--- config.mk ---
export PLATFORM = sky130hd
export DESIGN_NAME = opb_register_bank_ppc2simulink
export DESIGN_NICKNAME = d
export VERILOG_FILES = /design/src/rtl/opb_regbank_pkg.sv /design/src/rtl/opb_reg_slot.sv /design/src/rtl/opb_register_bank_ppc2simulink.sv
export SDC_FILE = /design/constraint.sdc
export NUM_CORES = 1
export LEC_CHECK = 0
export ABC_AREA = 1
export BUFFER_PORTS_ARGS = -buffer_cell sky130_fd_sc_hd__buf_2
export CAP_MARGIN = 20
export CORE_MARGIN = 10
export CORE_UTILIZATION = 35
export DETAILED_ROUTE_END_ITERATION = 6
export PLACE_DENSITY_LB_ADDON = 0.15
export SLEW_MARGIN = 10
export SYNTH_ARGS = -nofsm -noshare
export SYNTH_HDL_FRONTEND = slang
export SYNTH_SLANG_ARGS = --single-unit
--- constraint.sdc ---
create_clock -name OPB_Clk -period 2.1 [get_ports OPB_Clk]
set_input_delay 0.315 -clock OPB_Clk [delete_from_list [all_inputs] [get_ports OPB_Clk]]
set_output_delay 0.315 -clock OPB_Clk [all_outputs]
set_load 0.02 [all_outputs]
--- src/rtl/opb_regbank_pkg.sv ---
// Shared types and helpers for the OPB software register bank.
package opb_regbank_pkg;

  typedef enum logic [0:0] {
    IDLE = 1'b0,
    ACK  = 1'b1
  } opb_state_e;

  localparam int unsigned REG_STRIDE = 4;
  localparam int unsigned MAX_REGS   = 16;
  localparam int unsigned IDX_W      = 4;

  function automatic logic [31:0] reg_index(input logic [31:0] addr, input logic [31:0] base);
    return (addr - base) / REG_STRIDE;
  endfunction

  // be uses OPB ordering: be[0] is the most significant byte lane.
  function automatic logic [31:0] be_merge(input logic [31:0] old_val,
                                           input logic [31:0] new_val,
                                           input logic [0:3]  be);
    logic [31:0] r;
    r = old_val;
    for (int unsigned k = 0; k < 4; k++) begin
      if (be[k]) r[31-8*k -: 8] = new_val[31-8*k -: 8];
    end
    return r;
  endfunction

endpackage

--- src/rtl/opb_reg_slot.sv ---
// One 32-bit control register with byte-lane merge and a one-cycle write strobe.
module opb_reg_slot
  import opb_regbank_pkg::*;
#(
  parameter logic [31:0] RESET_VALUE = '0
) (
  input  logic        clk,
  input  logic        rst,
  input  logic        wr_en,
  input  logic [0:3]  be,
  input  logic [31:0] wdata,
  output logic [31:0] q,
  output logic        strobe
);

  logic [31:0] val_d, val_q;
  logic        strobe_d, strobe_q;

  always_comb begin
    val_d    = val_q;
    strobe_d = wr_en;
    if (wr_en) val_d = be_merge(val_q, wdata, be);
  end

  always_ff @(posedge clk) begin
    if (rst) begin
      val_q    <= RESET_VALUE;
      strobe_q <= 1'b0;
    end else begin
      val_q    <= val_d;
      strobe_q <= strobe_d;
    end
  end

  assign q      = val_q;
  assign strobe = strobe_q;

endmodule

--- src/rtl/opb_register_bank_ppc2simulink.sv ---
// OPB slave exposing C_NUM_REGS control/status words in one address window.
module opb_register_bank_ppc2simulink
  import opb_regbank_pkg::*;
#(
  parameter logic [31:0] C_BASEADDR    = 32'h01060A00,
  parameter logic [31:0] C_HIGHADDR    = 32'h01060AFF,
  parameter int unsigned C_OPB_AWIDTH  = 32,
  parameter int unsigned C_OPB_DWIDTH  = 32,
  parameter int unsigned C_NUM_REGS    = 4,
  parameter logic [15:0] C_RO_MASK     = '0,
  parameter logic [31:0] C_RESET_VALUE = '0,
  parameter              C_FAMILY      = "virtex5"
) (
  input  logic                       OPB_Clk,
  input  logic                       OPB_Rst,
  input  logic [0:31]                OPB_ABus,
  input  logic [0:3]                 OPB_BE,
  input  logic [0:31]                OPB_DBus,
  input  logic                       OPB_RNW,
  input  logic                       OPB_select,
  input  logic                       OPB_seqAddr,
  output logic [0:31]                Sl_DBus,
  output logic                       Sl_xferAck,
  output logic                       Sl_errAck,
  output logic                       Sl_retry,
  output logic                       Sl_toutSup,
  output logic [C_NUM_REGS*32-1:0]   user_data_out,
  input  logic [C_NUM_REGS*32-1:0]   user_data_in,
  output logic [C_NUM_REGS-1:0]      user_wr_strobe
);

  localparam logic [32:0] WINDOW_BYTES = {1'b0, C_HIGHADDR} - {1'b0, C_BASEADDR} + 33'd1;

  if (C_NUM_REGS < 1 || C_NUM_REGS > MAX_REGS) begin : g_bad_count
    $error("C_NUM_REGS must be within 1..16");
  end
  if (33'(C_NUM_REGS * REG_STRIDE) > WINDOW_BYTES) begin : g_bad_window
    $error("address window too small for C_NUM_REGS registers");
  end
  if (C_OPB_AWIDTH != 32 || C_OPB_DWIDTH != 32) begin : g_bad_width
    $error("only 32-bit OPB address and data widths are supported");
  end

  opb_state_e         state_d, state_q;
  logic [31:0]        rd_d, rd_q, rd_mux;
  logic [31:0]        wdata_d, wdata_q;
  logic [0:3]         be_d, be_q;
  logic [IDX_W-1:0]   idx_d, idx_q;
  logic               wr_pend_d, wr_pend_q;
  logic [31:0]        addr, idx;
  logic               hit, in_range;
  logic [31:0]        reg_val [C_NUM_REGS];

  assign addr     = OPB_ABus;
  assign hit      = OPB_select && (addr >= C_BASEADDR) && (addr <= C_HIGHADDR);
  assign idx      = reg_index(addr, C_BASEADDR);
  assign in_range = idx < C_NUM_REGS;

  // Status words come straight from the fabric; control words from the slots.
  always_comb begin
    rd_mux = '0;
    for (int unsigned i = 0; i < C_NUM_REGS; i++) begin
      if (idx == i) rd_mux = C_RO_MASK[i] ? user_data_in[32*i +: 32] : reg_val[i];
    end
  end

  always_comb begin
    state_d   = IDLE;
    rd_d      = '0;
    wr_pend_d = 1'b0;
    idx_d     = idx_q;
    be_d      = be_q;
    wdata_d   = wdata_q;
    if (state_q == IDLE && hit) begin
      state_d   = ACK;
      idx_d     = idx[IDX_W-1:0];
      be_d      = OPB_BE;
      wdata_d   = OPB_DBus;
      wr_pend_d = !OPB_RNW && in_range && !C_RO_MASK[idx[IDX_W-1:0]];
      if (OPB_RNW && in_range) rd_d = rd_mux;
    end
  end

  always_ff @(posedge OPB_Clk) begin
    if (OPB_Rst) begin
      state_q   <= IDLE;
      rd_q      <= '0;
      wr_pend_q <= 1'b0;
      idx_q     <= '0;
      be_q      <= '0;
      wdata_q   <= '0;
    end else begin
      state_q   <= state_d;
      rd_q      <= rd_d;
      wr_pend_q <= wr_pend_d;
      idx_q     <= idx_d;
      be_q      <= be_d;
      wdata_q   <= wdata_d;
    end
  end

  for (genvar gi = 0; gi < C_NUM_REGS; gi++) begin : g_reg
    if (C_RO_MASK[gi]) begin : g_ro
      assign reg_val[gi]        = '0;
      assign user_wr_strobe[gi] = 1'b0;
    end else begin : g_ctl
      opb_reg_slot #(
        .RESET_VALUE(C_RESET_VALUE)
      ) u_slot (
        .clk   (OPB_Clk),
        .rst   (OPB_Rst),
        .wr_en (wr_pend_q && (idx_q == IDX_W'(gi))),
        .be    (be_q),
        .wdata (wdata_q),
        .q     (reg_val[gi]),
        .strobe(user_wr_strobe[gi])
      );
    end
    assign user_data_out[32*gi +: 32] = reg_val[gi];
  end

  assign Sl_xferAck = (state_q == ACK);
  assign Sl_DBus    = Sl_xferAck ? rd_q : '0;
  assign Sl_errAck  = 1'b0;
  assign Sl_retry   = 1'b0;
  assign Sl_toutSup = 1'b0;

  logic unused_ok;
  assign unused_ok = ^{OPB_seqAddr, user_data_in, C_FAMILY};

endmodule

==> flow_summary_export.csv <==
group,metric,value,unit
placed_design,dpl.hpwl,27.9,mm
global_routing,grt.total_usage,20.7,%
setup_path,startpoint_type,"input port",
placed_design,place_congestion,0.866,
floorplan,die_area,0.0353,sq mm
cts,root_buffer,"clkbuf_16",
floorplan,rows,61,
finish,fillCellCount,2941,
status,status,"complete, no violations",
route,viasPerCell,5.07,
power_and_ir_drop,p_int,6.40,mW
power_and_ir_drop,power_density,644,mW/mm^2
route,wl_per_cell,18.3,um
synth,ys_warn_count,0,
synth,synthAdderAreaFrac,0.127,%
cts,clock_sinks,206,
sta,min_period,1990,ps
route,totalWireLength,38.9,mm
setup_path,worstPathCellList,"buf_6 > inv_4 > ha_4 > inv_4 > or2_0 > o21ai_1 > o211ai_1 > nor2_1 > nand2_1 > buf_4 > nor3_4 > buf_4 > buf_8 > nand4_1 > nand2_1 > nand2_2 > a21oi_1",
sta,hold_viol,0,
finish,area_delta_synth_final,31.9,%
global_routing,grt_max_degree,57,
setup_path,crit_family,"simple AND/OR/NAND/NOR gates",
cts,clk_transition_reported_paths,60,ps
setup_path,crit_type,"in2reg",
power_and_ir_drop,combPwrFrac,5.4,%
floorplan,initial_utilization,35.5,%
placed_design,dp_worst_setup_slack,-467,ps
setup_path,cpPeakStageDelay,190,ps
synth,syn_area,0.00986,sq mm
finish,drive_gt1_share,25.0,%
cts,clock_path_buffers,3,
sta,tightest_slew,683,ps
route,drtIter0Drc,932,
setup_path,arrival,2430,ps
route,drc,0,
floorplan,core,0.0278,sq mm
synth,yosys.area_share.xor_xnor,0.178,%
sta,slew_viol_final,0,
floorplan,die_y,188,um
route,firstDrtPassIters,6,
power_and_ir_drop,peakVddDrop,435,uV
route,num_vias,10800,
power_and_ir_drop,p_switching,1.97,mW
synth,synth_top_area_share,41.8,%
cts,cts_max_level,1,
cts,cts_tree,"yes",
floorplan,io-pin-count,369,
cts,cts-hold-fix-buffers,0,
setup_path,path_buf_inv,6,
synth,synthDistinctLibCells,41,
power_and_ir_drop,p_clk_share,47.8,%
setup_path,crit_slowest_cell,"or2_0",
sta,max_freq,502,MHz
synth,syn_avg_cell_area,6.78,sq um
sta,rsz0062_at_grt,"true",
global_routing,antenna_found_initial,0,
synth,synth_compound_area_share,13.1,%
sta,final.period_utilization,94.8,%
worst_hold_path,worstHoldPathType,"in2reg",
finish,fin_nets,1931,
synth,synth_mux_area_share,0,%
route,drtAntennaViolNets,0,
cts,cts_buffers,24,
power_and_ir_drop,switching_share,23.5,%
setup_path,cp_data_required_time,2540,ps
setup_path,end_kind,"flop",
sta,tns,0,ps
placed_design,port_buffers,236,
setup_path,crit_fanout,16,
global_routing,grt_pass1_vias,10400,
synth,synth_seq_cells,206,
synth,synth.area.top_cells,"dfxtp_1 42%, nand2_1 15%, a21oi_1 7.0%",
power_and_ir_drop,total_power,8.37,mW
finish,n_antenna_cell,0,
sta,finalSetupViolCount,0,
synth,synth_cells,1453,
synth,synth_top_family_by_area,"simple AND/OR/NAND/NOR gates",
power_and_ir_drop,p_leak,5.96,nW
sta,skew,33.6,ps
synth,synth-seq-area-share,41.8,%
floorplan,die_w,188,um
synth,yosysTopAreaCell,"dfxtp_1",
sta,fin_ws,108,ps
synth,yosys.area_share.simple,33.9,%
global_routing,grt_pass1_wl,59.9,mm
power_and_ir_drop,seqPwrFrac,46.7,%
global_routing,grt.overflow.total,0,
run,maxCapViolations,0,
sta,maxSlewHeadroom,54.5,%
cts,clk_latency,530,ps
[layout by cell type (no fill, tap or decap), drive strengths merged, types with 6 or more instances in the layout]
master and n:
o2111ai 32, o21ai 6, a21oi 138, nor2 161, nand2 393, inv 163, clkinv 8, nand4 36
nand3 122, nor4 6, dfxtp 206, nor3 42, buf 338, clkbuf 39, a211oi 35
[Yosys cell counts, drive strengths merged]
cell type,n
nand2,393
dfxtp,206
inv,164
nor2,161
a21oi,138
nand3,122
clkbuf,51
nor3,42
buf,41
nand4,36
a211oi,35
o2111ai,32
nor4,6
o21ai,6
or2,5
clkinv,3
nand3b,3
xor2,2
a31o,1
and3,1
conb,1
ha,1
nor3b,1
o211ai,1
o41ai,1
[registers in the layout, indices dropped and copies added, names as in the netlist]
name	count
rd_q	32
idx_q	4
Sl_xferAck	1
g.g_ctl.u_slot.q	128
wr_pend_q	1
be_q	4
wdata_q	32
g.g_ctl.u_slot.strobe	4
[power groups by stage]
stage / combinational [mW] / sequential, mW / clock (mW)
after floorplan: 0.204 / 4.00 / 0
after global placement: 0.426 / 4.00 / 0
after detailed placement: 0.426 / 4.00 / 0
after CTS: 0.428 / 3.91 / 4.07
after global routing: 0.497 / 3.91 / 4.23
final: 0.453 / 3.91 / 4.00
[through the flow]
step                      std cells  utilization (%)  hold WS [ps]  cell area [sq um]
final                          2123             46.8          55.3              13000
after global routing           2123             46.8          65.5              13000
after CTS                      2114             45.9          33.5              12700
after detailed placement       2072             43.2           471              12000
after global placement         2072             43.2           458              12000
after floorplan                1455                -           468               9870
[cell type report]
| type | instances | area (sq um) | share of cell area, % |
|---|---|---|---|
| clock buffer | 37 | 709 | 5.46 |
| clock inverter | 5 | 40.0 | 0.308 |
| inverter | 167 | 639 | 4.92 |
| multi-input combinational | 990 | 4810 | 37.0 |
| sequential | 206 | 4130 | 31.7 |
| tap | 378 | 473 | 3.64 |
| timing repair buffer | 340 | 2210 | 17.0 |
[metal layers]
metal	track usage, %	wire length (um)	up-vias
met5	0	0	-
met4	5.11	855	0
met3	3.64	2800	63
met2	33.8	18100	441
met1	27.7	17100	4980
li1	-	-	5287
[worst reg2reg max path, stage by stage, from the launching register on]
cell,delay [ps]
dfxtp_1,310
nor2_1,190
inv_1,80
nor3_1,130
inv_1,200
nor2_1,290
clkinvlp_4,150
buf_4,180
a211oi_1,210
[kinds of logic after synthesis]
| family | after synthesis |
|---|---|
| AOI/OAI and AO/OA | 214 |
| xor gates and xnor gates | 2 |
| adders and majority gates | 1 |
| buffers and inverters | 259 |
| DFF | 206 |
| other | 1 |
| and+or+nand+nor | 770 |
[final timing paths]
check	from	end	slack [ps]	depth (start not counted)
worst max register to register	idx_q[3]$_SDFFE_PP0P_	g_reg[3].g_ctl.u_slot.q[10]$_SDFFE_PP0P_	240	8
worst min-delay path	OPB_DBus[8]	wdata_q[23]$_SDFFE_PP0P_	60	3
worst min register to register	g_reg[3].g_ctl.u_slot.q[15]$_SDFFE_PP0P_	g_reg[3].g_ctl.u_slot.q[15]$_SDFFE_PP0P_	480	2
worst max-delay path	OPB_ABus[21]	rd_q[8]$_SDFF_PP0_	110	17
[what timing repair did]
item | in CTS | in global routing
setup endpoints to repair | 0 | 35
setup buffers | 0 | 7
gates resized for setup | 0 | 44
No activity file was read; power rests on OpenSTA's default activity.
